### src/rtl/if_fetch_unit_if.sv
// Fetch-stage bus bundle: instruction memory port, EX redirect and the ID-facing instruction handshake.
// Latency: none, wiring only.
// Backpressure: imem_ready stalls requests and id_ready stalls delivery toward decode.
interface if_fetch_unit_if;
    logic        imem_req;
    logic [31:0] imem_addr;
    logic        imem_ready;
    logic        imem_rvalid;
    logic [31:0] imem_rdata;
    logic        redirect;
    logic [31:0] redirect_target;
    logic        instr_valid;
    logic [31:0] instr;
    logic [31:0] instr_pc;
    logic        id_ready;
    logic        halted;

    // Fetch unit side
    modport master (
        output imem_req, imem_addr,
        input  imem_ready, imem_rvalid, imem_rdata,
        input  redirect, redirect_target,
        output instr_valid, instr, instr_pc,
        input  id_ready,
        output halted
    );

    // Memory / EX / ID side
    modport slave (
        input  imem_req, imem_addr,
        output imem_ready, imem_rvalid, imem_rdata,
        output redirect, redirect_target,
        input  instr_valid, instr, instr_pc,
        output id_ready,
        input  halted
    );
endinterface

### src/rtl/if_fetch_unit.sv
// Instruction fetch: owns fetch PC, one outstanding imem request, FIFO_DEPTH-entry buffer of {pc, word} toward ID.
// Latency: accept in cycle N, rvalid in N+k -> instr_valid in N+k+1; best case one instruction per 2 cycles.
// Backpressure: id_ready low fills the buffer; imem_req is withheld while no slot is free. Optional HALT_DETECT_EN.
module if_fetch_unit #(
    parameter logic [31:0] RESET_PC   = 32'h0000_0000,
    parameter int          FIFO_DEPTH = 2
) (
    input  logic            clk,
    input  logic            reset,
    if_fetch_unit_if.master bus
);
    localparam int PTR_W = $clog2(FIFO_DEPTH);
    localparam int CNT_W = PTR_W + 1;
    localparam logic [CNT_W-1:0] DEPTH_C = CNT_W'(FIFO_DEPTH);

    typedef enum logic [1:0] {ST_REQ, ST_WAIT, ST_DISCARD} state_t;

    state_t            state_q, state_d;
    logic [31:0]       fetch_pc_q, fetch_pc_d;
    logic              imem_req_q, imem_req_d;
    logic [31:0]       instr_mem_q [FIFO_DEPTH];
    logic [31:0]       instr_mem_d [FIFO_DEPTH];
    logic [31:0]       pc_mem_q [FIFO_DEPTH];
    logic [31:0]       pc_mem_d [FIFO_DEPTH];
    logic [PTR_W-1:0]  rd_ptr_q, rd_ptr_d;
    logic [PTR_W-1:0]  wr_ptr_q, wr_ptr_d;
    logic [CNT_W-1:0]  count_q, count_d;

    logic accept;
    logic push;
    logic pop;
    logic halt_active;
    logic halt_next;

    assign accept = imem_req_q && bus.imem_ready;
    assign pop    = (count_q != '0) && bus.id_ready;
    // A response is kept only in WAIT, when no redirect kills it and fetch is not halted.
    assign push   = (state_q == ST_WAIT) && bus.imem_rvalid && !bus.redirect && !halt_active;

    // Next fetch state and PC; a redirect always wins the PC and turns a live request into a discard.
    always_comb begin
        state_d    = state_q;
        fetch_pc_d = fetch_pc_q;
        case (state_q)
            ST_REQ: begin
                if (accept) state_d = bus.redirect ? ST_DISCARD : ST_WAIT;
            end
            ST_WAIT: begin
                if (bus.imem_rvalid) begin
                    state_d = ST_REQ;
                    if (push) fetch_pc_d = fetch_pc_q + 32'd4;
                end else if (bus.redirect) begin
                    state_d = ST_DISCARD;
                end
            end
            ST_DISCARD: begin
                if (bus.imem_rvalid) state_d = ST_REQ;
            end
            default: state_d = ST_REQ;
        endcase
        if (bus.redirect) fetch_pc_d = bus.redirect_target & 32'hFFFF_FFFC;
        // Request only from REQ with room for the reply, so a push can never overflow.
        imem_req_d = (state_d == ST_REQ) && (count_d < DEPTH_C) && !halt_next;
    end

    // Fetch buffer bookkeeping; a redirect empties it and overrides any same-cycle push/pop.
    always_comb begin
        instr_mem_d = instr_mem_q;
        pc_mem_d    = pc_mem_q;
        rd_ptr_d    = rd_ptr_q;
        wr_ptr_d    = wr_ptr_q;
        count_d     = count_q;
        if (bus.redirect) begin
            rd_ptr_d = '0;
            wr_ptr_d = '0;
            count_d  = '0;
        end else begin
            if (push) begin
                instr_mem_d[wr_ptr_q] = bus.imem_rdata;
                pc_mem_d[wr_ptr_q]    = fetch_pc_q;
                wr_ptr_d              = wr_ptr_q + PTR_W'(1);
            end
            if (pop) rd_ptr_d = rd_ptr_q + PTR_W'(1);
            count_d = count_q + {{(CNT_W-1){1'b0}}, push} - {{(CNT_W-1){1'b0}}, pop};
        end
    end

    // FSM, fetch PC, registered request and buffer state.
    always_ff @(posedge clk) begin
        if (reset) begin
            state_q     <= ST_REQ;
            fetch_pc_q  <= RESET_PC;
            imem_req_q  <= 1'b0;
            instr_mem_q <= '{default: '0};
            pc_mem_q    <= '{default: '0};
            rd_ptr_q    <= '0;
            wr_ptr_q    <= '0;
            count_q     <= '0;
        end else begin
            state_q     <= state_d;
            fetch_pc_q  <= fetch_pc_d;
            imem_req_q  <= imem_req_d;
            instr_mem_q <= instr_mem_d;
            pc_mem_q    <= pc_mem_d;
            rd_ptr_q    <= rd_ptr_d;
            wr_ptr_q    <= wr_ptr_d;
            count_q     <= count_d;
        end
    end

`ifdef HALT_DETECT_EN
    localparam logic [31:0] HALT_INSTR = 32'h0000_006F;
    logic halted_q, halted_d;

    // Halt once decode consumes the self-jump; redirects do not release it, only reset does.
    always_comb begin
        halted_d = halted_q;
        if (pop && (instr_mem_q[rd_ptr_q] == HALT_INSTR)) halted_d = 1'b1;
    end

    // Sticky halt flag.
    always_ff @(posedge clk) begin
        if (reset) halted_q <= 1'b0;
        else       halted_q <= halted_d;
    end

    assign halt_active = halted_q;
    assign halt_next   = halted_d;
`else
    assign halt_active = 1'b0;
    assign halt_next   = 1'b0;
`endif

    assign bus.imem_req    = imem_req_q;
    assign bus.imem_addr   = fetch_pc_q;
    assign bus.instr_valid = (count_q != '0);
    assign bus.instr       = instr_mem_q[rd_ptr_q];
    assign bus.instr_pc    = pc_mem_q[rd_ptr_q];
    assign bus.halted      = halt_active;
endmodule
### src/flat_wrapper.sv
// flat-port wrapper written by rule: the top's interface ports become plain ports
module if_fetch_unit_flat 
#(
    parameter logic [31:0] RESET_PC   = 32'h0000_0000,
    parameter int          FIFO_DEPTH = 2
)
  (clk, reset, bus_imem_req, bus_imem_addr, bus_imem_ready, bus_imem_rvalid, bus_imem_rdata, bus_redirect, bus_redirect_target, bus_instr_valid, bus_instr, bus_instr_pc, bus_id_ready, bus_halted);
  if_fetch_unit_if bus_i ();
  input  logic clk;
  input  logic reset;
  output wire logic [$bits(bus_i.imem_req)-1:0] bus_imem_req;
  output wire logic [$bits(bus_i.imem_addr)-1:0] bus_imem_addr;
  input wire logic [$bits(bus_i.imem_ready)-1:0] bus_imem_ready;
  input wire logic [$bits(bus_i.imem_rvalid)-1:0] bus_imem_rvalid;
  input wire logic [$bits(bus_i.imem_rdata)-1:0] bus_imem_rdata;
  input wire logic [$bits(bus_i.redirect)-1:0] bus_redirect;
  input wire logic [$bits(bus_i.redirect_target)-1:0] bus_redirect_target;
  output wire logic [$bits(bus_i.instr_valid)-1:0] bus_instr_valid;
  output wire logic [$bits(bus_i.instr)-1:0] bus_instr;
  output wire logic [$bits(bus_i.instr_pc)-1:0] bus_instr_pc;
  input wire logic [$bits(bus_i.id_ready)-1:0] bus_id_ready;
  output wire logic [$bits(bus_i.halted)-1:0] bus_halted;
  assign bus_imem_req = bus_i.imem_req;
  assign bus_imem_addr = bus_i.imem_addr;
  assign bus_i.imem_ready = bus_imem_ready;
  assign bus_i.imem_rvalid = bus_imem_rvalid;
  assign bus_i.imem_rdata = bus_imem_rdata;
  assign bus_i.redirect = bus_redirect;
  assign bus_i.redirect_target = bus_redirect_target;
  assign bus_instr_valid = bus_i.instr_valid;
  assign bus_instr = bus_i.instr;
  assign bus_instr_pc = bus_i.instr_pc;
  assign bus_i.id_ready = bus_id_ready;
  assign bus_halted = bus_i.halted;
  if_fetch_unit #(.RESET_PC(RESET_PC), .FIFO_DEPTH(FIFO_DEPTH)) u_core (.clk(clk), .reset(reset), .bus(bus_i));
endmodule
### config.mk
export PLATFORM = sky130hd
export DESIGN_NAME = if_fetch_unit_flat
export DESIGN_NICKNAME = d
export VERILOG_FILES = /design/src/rtl/if_fetch_unit_if.sv /design/src/rtl/if_fetch_unit.sv /design/src/flat_wrapper.sv
export SDC_FILE = /design/constraint.sdc
export NUM_CORES = 1
export LEC_CHECK = 0
export CORE_MARGIN = 1
export CORE_UTILIZATION = 50
export CTS_CLUSTER_SIZE = 30
export DETAILED_ROUTE_END_ITERATION = 8
export PLACE_DENSITY = 0.8
export SYNTH_ARGS = -nofsm -noshare
export SYNTH_HDL_FRONTEND = slang
export SYNTH_SLANG_ARGS = --single-unit
export TNS_END_PERCENT = 50
### constraint.sdc
create_clock -name clk -period 2.11 [get_ports clk]
set_input_delay 0.422 -clock clk [delete_from_list [all_inputs] [get_ports clk]]
set_output_delay 0.422 -clock clk [all_outputs]
set_load 0.03 [all_outputs]
==> impl_metrics.yaml <==
clock_tree:
  root_buffer: "clkbuf_16"
  clk_pin_slew_worst_paths_ns: 0.06
  hold_buffers: 0
  worstSkewPairLatency_ns: 0.42
  clockBufferDepth: 2
  numCtsBuffers: 17
  cts.htree.levels: 4
  clock-sinks: 161
  cts_tree: "yes"
route:
  routedWlPerCell_um: 15.7
  vias: 6761
  top_layer_used: "met4"
  wl_met1_um: 8320
  viasPerCell: 5.51
  wirelength_um: 19300
  drc: 0
  postRouteAntennaNets: 0
  drt_iter0_markers: 523
  drt_pass1_iterations: 5
  wl_met3_um: 1120
  wl_met2_um: 9330
setup_path:
  cpPeakStageDelay_ns: 0.68
  critPathSlowestCell: "clkdlybuf4s50_1"
  critPathArrivalTime_ns: 1.65
  cp-start-kind: "register"
  critPathKind: "register to output pin"
  worstPathCellList: "buf_4 > clkdlybuf4s50_1"
  path_max_fanout: 10
  crit_path_end_kind: "output pin"
  crit_required_ns: 1.69
power:
  ir_worst_vdd_mv: 0.544
  total_leakage_power_uw: 0.00351
  powerDensity_mw_per_mm2: 703
sta:
  slew_headroom: 0.506
  fin_setup_tns_ns: 0
  setup_viol: 0
  final.min_clock_period_ns: 2.07
  final-hold-violation-count: 0
  rsz0062_at_grt: "true"
  max_freq_mhz: 483
  finalClockSkew_ns: 0.00833
  holdWs_ns: 0.362
  tightestPinTransition_ns: 0.741
  maxSlewViolCount: 0
  post-route-period-util: 0.982
global_routing:
  groute.usage.overall: 0.267
  grt_max_degree: 75
  grt_overflow: 0
  antenna_found_initial: 0
  grt_pass1_wl_um: 31000
  first_global_vias: 6331
yosys:
  async_reset_ff_frac: 0
  yosysSeqAreaShare: 0.452
  ys_types: 50
  yosys-top-cells-area: "dfxtp_1 (45%), nand2_1 (14%), mux2_2 (9.9%)"
  ys_warn_count: 0
  syn_area_mm2: 0.00713
  synth_top_area_share: 0.452
  synth_ff_type: "dfxtp_1"
  synth_top_area_cell: "dfxtp_1"
  syn_inst: 872
  ys_seq_elements: 161
  avgSynthCellArea_um2: 8.18
  synth_edf_count: 0
worst_hold_path:
  hold_path_class: "input pin to register"
die:
  dieHeight_um: 121
  die_area_mm2: 0.0148
  fp.dieW_um: 121
  rows: 43
  io_pins: 169
  coreArea_mm2: 0.0139
  start_util: 0.514
place:
  gp_congestion: 0.847
  dp_hpwl_um: 12400
  portBuffers: 161
flow_run:
  maxCapViolCount: 0
cells_and_area:
  syn_to_final_growth_pct: 38.7
  diodes: 0
  fin_nets: 1106
  drive_gt1_frac: 0.212
run_status:
  run_status: "completed"
[cells in the mapped netlist, drive strengths merged (7+ instances only)]
master,n
a211oi,9
a21oi,129
a311oi,10
buf,10
clkbuf,66
dfxtp,161
inv,7
mux2,63
nand2,258
nand3,8
nand4,11
nor2,23
nor3,12
nor4,9
xnor2,9
[layout by cell type (no fill, tap or decap), types with 11 or more instances in the layout]
cell type,synthesis,layout
a21oi_1,129,129
buf_12,0,12
buf_4,5,47
clkbuf_16,0,17
clkdlybuf4s15_2,0,55
clkdlybuf4s50_1,0,96
dfxtp_1,161,158
mux2_2,63,63
nand2_1,258,257
nor2_1,23,23
nor3_1,12,11
[sequential cells by signal, summed over array words and instances, names as in the netlist]
| signal | count |
|---|---|
| u_core.instr_mem_q | 64 |
| u_core.pc_mem_q | 60 |
| u_core.bus.imem_addr | 30 |
| u_core.count_q | 2 |
| u_core.state_q | 2 |
| u_core.bus.imem_req | 1 |
| u_core.rd_ptr_q | 1 |
| u_core.wr_ptr_q | 1 |
[stage by stage]
stage	utilization	power, µW	cell area [µm²]	worst slack (ns)	instances
final	0.713	6960	9900	0.0381	1226
after global routing	0.713	7190	9900	-0.0283	1226
after CTS	0.713	7010	9900	-0.0201	1226
after detailed placement	0.664	3830	9220	-0.193	1194
after global placement	0.664	3830	9220	-0.189	1194
after floorplan	-	3500	7150	0.0808	876
[logic make-up (layout without fill, tap and decap cells)]
family,count (synthesis),after routing,share of synthesized area
buffers and inverters,83,253,0.0479
DFF,161,161,0.452
and+or+nand+nor,364,364,0.225
other,1,5,0.000526
adders and majority gates,3,3,0.00526
AOI/OAI and AO/OA,184,184,0.154
muxes,63,63,0.0994
xor gates and xnor gates,13,13,0.0160
[power by group]
group	internal, µW	switching, µW
registers	3090	49.0
clock network	1980	1210
logic	302	334
total	5370	1590
[final cells by class]
cell class,count,area [µm²]
timing repair buffer,214,2210
sequential,161,3230
fill,1127,3990
clock inverter,9,156
multi-input combinational,632,3600
inverter,7,26.3
clock buffer,23,448
tap,180,225
[final timing paths]
| path | start | to | slack [ns] | cells past startpoint |
|---|---|---|---|---|
| hold / removal | reset | u_core.pc_mem_q[16] | 0.36 | 2 |
| setup / recovery | u_core.bus.imem_addr[14] | bus_imem_addr[14] | 0.04 | 2 |
| hold reg to reg | u_core.instr_mem_q[26] | u_core.instr_mem_q[26] | 0.45 | 2 |
| setup reg to reg | u_core.bus.imem_addr[13] | u_core.bus.imem_addr[23] | 0.14 | 4 |
[worst max-delay path, delay by kind of cell, from the launching register on]
kind	cells	cell delay, ns
flops	1	0.35
buf+inv	2	0.86
[per-layer routing]
layer | vias to the layer above | global-route usage
li1 | 3317 | -
met1 | 3186 | 0.334
met2 | 221 | 0.438
met3 | 37 | 0.0611
met4 | 0 | 0.114
met5 | - | 0
[timing repair]
item	in CTS	in global routing
endpoints found under the setup margin	57	15
gates cloned	0	0
gates resized for setup	170	7
setup buffers	0	0
pin swaps	0	0
(Power assumes the default switching activity.)
